File: config.mk
export PLATFORM = sky130hd
export DESIGN_NAME = hub75_frame_scan
export DESIGN_NICKNAME = d
export VERILOG_FILES = /design/src/rtl/hub75_pkg.sv /design/src/rtl/hub75_frame_scan_bcm_timer.sv /design/src/rtl/hub75_frame_scan.sv
export SDC_FILE = /design/constraint.sdc
export NUM_CORES = 1
export LEC_CHECK = 0
export CAP_MARGIN = 20
export CELL_PAD_IN_SITES_DETAIL_PLACEMENT = 0
export CELL_PAD_IN_SITES_GLOBAL_PLACEMENT = 1
export CORE_MARGIN = 1.5
export CORE_UTILIZATION = 40
export DETAILED_ROUTE_END_ITERATION = 10
export HOLD_SLACK_MARGIN = 0.02
export PLACE_DENSITY = 0.87
export SLEW_MARGIN = 20
export SYNTH_ARGS = -nofsm -noshare
export SYNTH_HDL_FRONTEND = slang
export SYNTH_SLANG_ARGS = --single-unit
File: constraint.sdc
create_clock -name clk_in -period 5.11 [get_ports clk_in]
set_input_delay 1.022 -clock clk_in [delete_from_list [all_inputs] [get_ports clk_in]]
set_output_delay 1.022 -clock clk_in [all_outputs]
set_load 0.02 [all_outputs]
File: src/rtl/hub75_pkg.sv
// Shared types and constants for the HUB75 frame scanner.
package hub75_pkg;

  localparam int unsigned SCAN_ROWS = 32;
  localparam int unsigned PLANES    = 4;

  typedef struct packed {
    logic [3:0] r;
    logic [3:0] g;
    logic [3:0] b;
  } rgb444_t;

  typedef enum logic [2:0] {
    IDLE,
    SHIFT,
    BLANK,
    LATCH,
    SHOW
  } scan_state_t;

  // Pick one bit-plane out of a pixel as {r, g, b}.
  function automatic logic [2:0] plane_bits(rgb444_t px, logic [1:0] plane);
    return {px.r[plane], px.g[plane], px.b[plane]};
  endfunction

endpackage

File: src/rtl/hub75_frame_scan_bcm_timer.sv
// Binary-code-modulation display timer: loads BASE_TICKS << plane and
// flags the last cycle of the display window.
module bcm_timer #(
  parameter int unsigned BASE_TICKS = 64
) (
  input  logic       clk_i,
  input  logic       rst_ni,
  input  logic       load_i,
  input  logic       run_i,
  input  logic [1:0] plane_i,
  output logic       done_o
);

  localparam int unsigned CNT_W = $clog2(BASE_TICKS * 8) + 1;

  logic [CNT_W-1:0] cnt_q, cnt_d;

  // Load on request, otherwise count down while running, stopping at zero.
  always_comb begin
    cnt_d = cnt_q;
    if (load_i) begin
      cnt_d = CNT_W'(BASE_TICKS) << plane_i;
    end else if (run_i && (cnt_q != '0)) begin
      cnt_d = cnt_q - 1'b1;
    end
  end

  // Counter register.
  always_ff @(posedge clk_i or negedge rst_ni) begin
    if (!rst_ni) begin
      cnt_q <= '0;
    end else begin
      cnt_q <= cnt_d;
    end
  end

  // A count of one marks the final display cycle, giving exactly N cycles.
  assign done_o = (cnt_q == CNT_W'(1));

endmodule

File: src/rtl/hub75_frame_scan.sv
// HUB75 1/32-scan driver: reads pixels from a dual-port buffer and scans
// all row pairs and bit-planes once per frame, pulsing frame_done at the end.
module hub75_frame_scan
  import hub75_pkg::*;
#(
  parameter int unsigned COLS       = 128,
  parameter int unsigned ROWS       = 64,
  parameter int unsigned BASE_TICKS = 64
) (
  input  logic        clk_in,
  input  logic        rst_in,
  input  logic        en,
  output logic [12:0] rd_addr_top,
  output logic [12:0] rd_addr_bot,
  input  logic [11:0] rd_data_top,
  input  logic [11:0] rd_data_bot,
  output logic [5:0]  panel_rgb,
  output logic        panel_clk,
  output logic        panel_lat,
  output logic        panel_oe_n,
  output logic [4:0]  panel_addr,
  output logic        busy,
  output logic        frame_done
);

  localparam int unsigned HALF_ROWS = ROWS / 2;
  localparam int unsigned SHIFT_LEN = 2 * COLS + 2;
  localparam int unsigned SC_W      = $clog2(SHIFT_LEN);

  scan_state_t     state_q, state_d;
  logic [4:0]      row_q, row_d;
  logic [1:0]      plane_q, plane_d;
  logic [SC_W-1:0] scnt_q, scnt_d;
  logic [6:0]      col;
  logic            frame_end;
  logic            show_done;

  logic [5:0]      rgb_q, rgb_d;
  logic            pclk_q, pclk_d;
  logic            lat_q, lat_d;
  logic            oe_n_q, oe_n_d;
  logic [4:0]      addr_q, addr_d;
  logic            busy_q, busy_d;
  logic            fd_q, fd_d;

  // Two SHIFT cycles per column: even cycles issue reads, odd ones clock.
  assign col = 7'(scnt_q >> 1);

  assign rd_addr_top = (state_q == SHIFT) ? {1'b0, row_q, col} : '0;
  assign rd_addr_bot = (state_q == SHIFT) ? {6'(row_q) + 6'(HALF_ROWS), col} : '0;

  bcm_timer #(
    .BASE_TICKS(BASE_TICKS)
  ) u_timer (
    .clk_i  (clk_in),
    .rst_ni (rst_in),
    .load_i (state_q == LATCH),
    .run_i  (state_q == SHOW),
    .plane_i(plane_q),
    .done_o (show_done)
  );

  // State and scan counters.
  always_ff @(posedge clk_in or negedge rst_in) begin
    if (!rst_in) begin
      state_q <= IDLE;
      row_q   <= '0;
      plane_q <= '0;
      scnt_q  <= '0;
    end else begin
      state_q <= state_d;
      row_q   <= row_d;
      plane_q <= plane_d;
      scnt_q  <= scnt_d;
    end
  end

  // Next-state and counter advance; en only matters in IDLE and at frame end.
  always_comb begin
    state_d   = state_q;
    row_d     = row_q;
    plane_d   = plane_q;
    scnt_d    = scnt_q;
    frame_end = 1'b0;
    unique case (state_q)
      IDLE: begin
        if (en) begin
          state_d = SHIFT;
          row_d   = '0;
          plane_d = '0;
          scnt_d  = '0;
        end
      end
      SHIFT: begin
        if (scnt_q == SC_W'(SHIFT_LEN - 1)) begin
          state_d = BLANK;
          scnt_d  = '0;
        end else begin
          scnt_d = scnt_q + 1'b1;
        end
      end
      BLANK: state_d = LATCH;
      LATCH: state_d = SHOW;
      SHOW: begin
        if (show_done) begin
          state_d = SHIFT;
          if (plane_q == 2'(PLANES - 1)) begin
            plane_d = '0;
            if (row_q == 5'(SCAN_ROWS - 1)) begin
              row_d     = '0;
              frame_end = 1'b1;
              if (!en) state_d = IDLE;
            end else begin
              row_d = row_q + 1'b1;
            end
          end else begin
            plane_d = plane_q + 1'b1;
          end
        end
      end
      default: state_d = IDLE;
    endcase
  end

  // Panel output next values; decoded from state_d so strobes align with states.
  always_comb begin
    oe_n_d = (state_d != SHOW);
    lat_d  = (state_d == LATCH);
    busy_d = (state_d != IDLE);
    fd_d   = frame_end;
    pclk_d = 1'b0;
    rgb_d  = rgb_q;
    addr_d = addr_q;
    if ((state_q == SHIFT) && (scnt_q >= SC_W'(2))) begin
      if (scnt_q[0]) begin
        pclk_d = 1'b1;
      end else begin
        rgb_d = {plane_bits(rgb444_t'(rd_data_top), plane_q),
                 plane_bits(rgb444_t'(rd_data_bot), plane_q)};
      end
    end
    if (state_q == BLANK) begin
      addr_d = row_q;
    end
  end

  // Registered panel outputs; reset blanks the panel and drops any latch.
  always_ff @(posedge clk_in or negedge rst_in) begin
    if (!rst_in) begin
      rgb_q  <= '0;
      pclk_q <= 1'b0;
      lat_q  <= 1'b0;
      oe_n_q <= 1'b1;
      addr_q <= '0;
      busy_q <= 1'b0;
      fd_q   <= 1'b0;
    end else begin
      rgb_q  <= rgb_d;
      pclk_q <= pclk_d;
      lat_q  <= lat_d;
      oe_n_q <= oe_n_d;
      addr_q <= addr_d;
      busy_q <= busy_d;
      fd_q   <= fd_d;
    end
  end

  assign panel_rgb  = rgb_q;
  assign panel_clk  = pclk_q;
  assign panel_lat  = lat_q;
  assign panel_oe_n = oe_n_q;
  assign panel_addr = addr_q;
  assign busy       = busy_q;
  assign frame_done = fd_q;

endmodule

; ---- Yosys cells after proc, flatten, opt, wreduce, memory -nomap -nowiden
; Cells that the tools add are included.
[totals]
latch_bits = 0
input_bits = 27
regBits = 45
n_memories = 0
mem_bits_ro = 0
mem_bits_rw = 0
[classes]
reduce_logical = 12
addsub = 5
bitwise_logic = 1
n_eq_ne = 13
shifts = 1
n_mul = 0
n_lt_le_gt_ge = 2
muxes = 41
div_mod_pow = 0
[ops]
columns = op, n
row1 = 2-to-1 mux 10 bit, 2
row2 = 2-to-1 mux 5 bit, 4
row3 = 2-to-1 mux 9 bit, 2
row4 = one-hot mux 9 bit (2 select lines), 1
row5 = 2-to-1 mux 1 bit, 15
row6 = one-hot mux 3 bit (5 select lines), 1
row7 = 2-to-1 mux 13 bit, 1
row8 = binary-select mux 1 bit (select 2 bit), 6
row9 = 2-to-1 mux 12 bit, 1
row10 = == test 10 x 1 -> 1 bit (second input constant), 1
row11 = one-hot mux 5 bit (2 select lines), 1
row12 = nonzero test 10 bit, 1
row13 = left shift 7 x 2 -> 10 bit (first input constant), 1
row14 = subtractor 10 x 1 -> 10 bit (second input constant), 1
row15 = adder 9 x 1 -> 9 bit (second input constant), 1
row16 = == test 3 x 2 -> 1 bit (second input constant), 3
row17 = == test 9 bit (second input constant), 1
row18 = >= comparator 9 x 2 -> 1 bit (second input constant), 1
row19 = 2-to-1 mux 3 bit, 3
row20 = adder 5 x 6 -> 6 bit (second input constant), 1
row21 = 2-to-1 mux 2 bit, 3
row22 = inequality test 2 bit (second input constant), 3
row23 = nonzero test 2 bit, 3
row24 = adder 5 x 1 -> 5 bit (second input constant), 1
row25 = other kinds (15), 17

; ---- Logic depth before layout (Yosys ltp)
[logic_depth]
ltp_word = 6
mapped_depth = 8
mapped_depth_nobuf = 6

; ---- Cells and area by module
; From an unflattened synthesis, not the netlist that was laid out.
[hier_totals]
hier_cells = 265
area_unflattened_um2 = 2686.3
[by_module_without_submodules]
columns = mod, area_per_inst_um2, cells_per_inst, n_inst
row1 = hub75_frame_scan, 1978.1, 184, 1
row2 = bcm_timer, 708.2, 81, 1

; ---- Worst setup path after synthesis
; OpenSTA, ideal clock, no wires.
[synth_path]
path_kind = flip-flop to output port
start = register state_q[1]
end = output port rd_addr_top[10]
path_stages_with_launch = 8
path_buffers = 3
t_required_ps = 4088
path_slack_ps = 2262
arrival_ps = 1826
path_cell_list = dfrtp_1 -> clkbuf_1 -> nor2_1 -> nand2_1 -> inv_1 -> clkbuf_1 -> and2_1 -> buf_4
[synth_via]
elab_chain_cells = 2
[synth_rtl]
columns = element, line
row1 = from (decl), hub75_frame_scan.sv:30  ; scan_state_t state_q, state_d;
row2 = from (signal assigned), hub75_frame_scan.sv:71  ; state_q <= state_d;
row3 = == test 3 x 1 -> 1 bit, hub75_frame_scan.sv:49  ; assign rd_addr_top = (state_q == SHIFT) ? {1'b0, row_q, col} : '0;
row4 = 2-to-1 mux 12 bit, hub75_frame_scan.sv:49
row5 = to (decl), hub75_frame_scan.sv:13  ; output logic [12:0] rd_addr_top,
; Every way passes these cells.

; ---- Final worst setup path
[layout_path]
start = register state_q[2]
end = output port rd_addr_top[7]
; The elaborated chain is that of the path after synthesis.

==> flow_summary.json <==
{
  "startpoint_type": "flop",
  "drc": 9,
  "pin_count": 69,
  "globalplace.congestion": 0.779,
  "finalPower_uw": 679,
  "tns_ns": 0,
  "grt_pass1_wl_mm": 10.2,
  "grt_pass1_vias": 2108,
  "m1WireLength_mm": 2.75,
  "placeableCoreArea_sq_um": 6420,
  "highest_layer": "met4",
  "syn2layout_area_growth_pct": 28.6,
  "p_leak_nw": 1.51,
  "fmax_ghz": 0.291,
  "yosysTopAreaCell": "dfrtp_1",
  "fp-row-count": 29,
  "hpwl_mm": 4.36,
  "period_needed_ns": 3.44,
  "die_h_microns": 85.0,
  "synth_edf_count": 0,
  "firstDrtPassIters": 7,
  "diodes": 0,
  "grt_start_max_net_pins": 46,
  "cts_buffers": 5,
  "place_ws_ns": 2.01,
  "worstSetupEndpointType": "output port",
  "slew_violations": 0,
  "cp_cell_sequence": "nor2_1, nand2_1, inv_1, and2_1, clkdlybuf4s50_1",
  "crit_fanout": 14,
  "synthArstFlopShare_pct": 100,
  "routed_via_density": 5.58,
  "cts_tree": "built",
  "grtUsageTotal_pct": 17.3,
  "drive_gt1_share_pct": 13.2,
  "path_clk_slew_ns": 0.09,
  "final_common_cell": "clkdlybuf4s50_1",
  "synth_top_area_share_pct": 40.9,
  "dp.cells": 388,
  "synthFlopType": "dfrtp_1",
  "final_cell_mix": "clkdlybuf4s50_1 (66), dfrtp_1 (44), nor2_1 (18), nand2_1 (18), nand3_1 (18)",
  "violations": "design-rule violations",
  "avgSynthCellArea_sq_um": 10.2,
  "cap_violations": 0,
  "dieWidth_microns": 85.0,
  "syn_area_sq_um": 2690,
  "portBuffers": 67,
  "cp_top_family": "buffers and inverters",
  "wl_per_cell_microns": 15.1,
  "slowest_delay_ns": 0.61,
  "die_area_sq_um": 7220,
  "fillers": 580,
  "numClockSinks": 45,
  "synth_area_leaders": "dfrtp_1 (41%), ha_1 (5.6%), mux2_2 (5.0%), mux4_2 (5.0%), buf_4 (3.6%)",
  "post_cts_resized": 0,
  "relSlewSlack_pct": 53.3,
  "post_cts_buffers": 0,
  "htree_levels": 2,
  "finish.utilization_pct": 53.8,
  "critical_path_class": "flop to output port",
  "clock_latency_ns": 0.31,
  "seq_area_frac_synth_pct": 41.9,
  "peakVddDrop_v": 0.000107,
  "final_nets": 357,
  "grt_setup_unrepaired": "no",
  "powerDensity_nw_per_um2": 196,
  "critPathArrivalTime_ns": 2.41,
  "ys_seq_elements": 45,
  "path_buf_inv": 2,
  "finClkSkew_ns": 0.0147,
  "synth_cells": 263,
  "min_path_type": "flop to flop",
  "slowest_stage": "clkdlybuf4s50_1",
  "fin_crit_sh_pct": 67.3,
  "layoutNonFillerInstCount": 396,
  "ant_nets": 0,
  "drt-initial-drc-count": 144,
  "ys_warn_count": 0,
  "status": "finished, violations left",
  "routed-wl-met3_microns": 278,
  "setup_ws_ns": 1.67,
  "gr-total-overflow": 0,
  "cts_hold_buffers": 0,
  "vias": 2208,
  "start_util_pct": 41.9,
  "clk_path_buf_depth": 2,
  "setup-violations-final": 0,
  "cts_root_buffer": "clkbuf_8",
  "synthesis.nets": 302,
  "hold_violations": 0,
  "crit_required_ns": 4.09,
  "synth_cell_types": 56,
  "routed_wl_mm": 5.96,
  "worstMarginPinSlew_ns": 0.692,
  "met2WireLength_mm": 2.89,
  "antenna_found_initial": 0
}
[registers in the layout (all words and copies together) (netlist names)]
register,cells
u_timer.cnt_q,10
scnt_q,9
panel_rgb,6
panel_addr,5
row_q,5
state_q,3
plane_q,2
busy,1
frame_done,1
panel_clk,1
panel_lat,1
panel_oe_n,1
[area by class of cell]
class / instances / area [sq um] / area share [%]
inverter: 14 / 52.6 / 1.52
sequential: 45 / 1130 / 32.6
clock inverter: 2 / 38.8 / 1.12
timing repair buffer: 69 / 683 / 19.8
multi-input combinational: 183 / 1390 / 40.1
tap: 77 / 96.3 / 2.79
clock buffer: 6 / 72.6 / 2.10
[worst reg2reg max path, stage by stage, from the launching register on]
cell	delay, ns
dfrtp_1	0.45
or4_4	0.56
o41ai_4	0.58
nand2_1	0.10
or4b_1	0.53
[stage by stage]
stage	hold slack (ns)	area, sq um
after floorplan	0.490	2690
after global placement	0.490	3340
after detailed placement	0.494	3340
after CTS	0.514	3450
after global routing	0.532	3460
final	0.509	3460
[cell usage after synthesis, types with 3 or more instances]
| library cell | n |
|---|---|
| ha_1 | 12 |
| o21ai_0 | 12 |
| nor3b_1 | 4 |
| mux4_2 | 6 |
| nand4_1 | 3 |
| o211ai_1 | 3 |
| nor2_1 | 18 |
| a21oi_1 | 7 |
| a31oi_1 | 4 |
| or3_2 | 3 |
| buf_4 | 13 |
| inv_1 | 14 |
| o311ai_0 | 3 |
| a211oi_1 | 3 |
| a22o_1 | 3 |
| nand2_1 | 18 |
| nor3_1 | 6 |
| dfrtp_1 | 44 |
| clkbuf_1 | 8 |
| mux2_2 | 12 |
| and2_1 | 8 |
| nand3_1 | 18 |
[final timing paths]
| check | start | to | slack [ns] | depth (start not counted) |
|---|---|---|---|---|
| setup / recovery | state_q[2] | rd_addr_top[7] | 1.67 | 5 |
| hold / removal | panel_rgb[5] | panel_rgb[5] | 0.51 | 1 |
| setup reg to reg | scnt_q[4] | busy | 2.76 | 4 |
| hold reg to reg | panel_rgb[5] | panel_rgb[5] | 0.51 | 1 |
| max in group asynchronous | rst_in | u_timer.cnt_q[8] | 4.00 | 1 |
| min in group asynchronous | rst_in | scnt_q[7] | 0.70 | 1 |
[where the power goes]
part | internal (mW) | total [mW] | switching, mW
clock network | 0.147 | 0.277 | 0.130
logic | 0.0267 | 0.0428 | 0.0161
registers | 0.358 | 0.359 | 0.00110
total | 0.532 | 0.679 | 0.147
[cells by family after synthesis]
| kind of cell | Yosys count | share of synthesized area [%] |
|---|---|---|
| flops | 45 | 41.9 |
| buf+inv | 35 | 6.70 |
| compound gates | 50 | 13.8 |
| xor+xnor | 2 | 0.652 |
| simple gates | 99 | 20.8 |
| other cells | 1 | 0.139 |
| mux | 19 | 10.4 |
| fa+ha+maj | 12 | 5.58 |
[routing by layer]
layer | vias up | track usage [%]
met5 | - | 0
met4 | 0 | 3.28
met3 | 5 | 3.11
met2 | 69 | 28.7
met1 | 1066 | 23.9
li1 | 1068 | -
No activity file was read; power rests on OpenSTA's default activity.
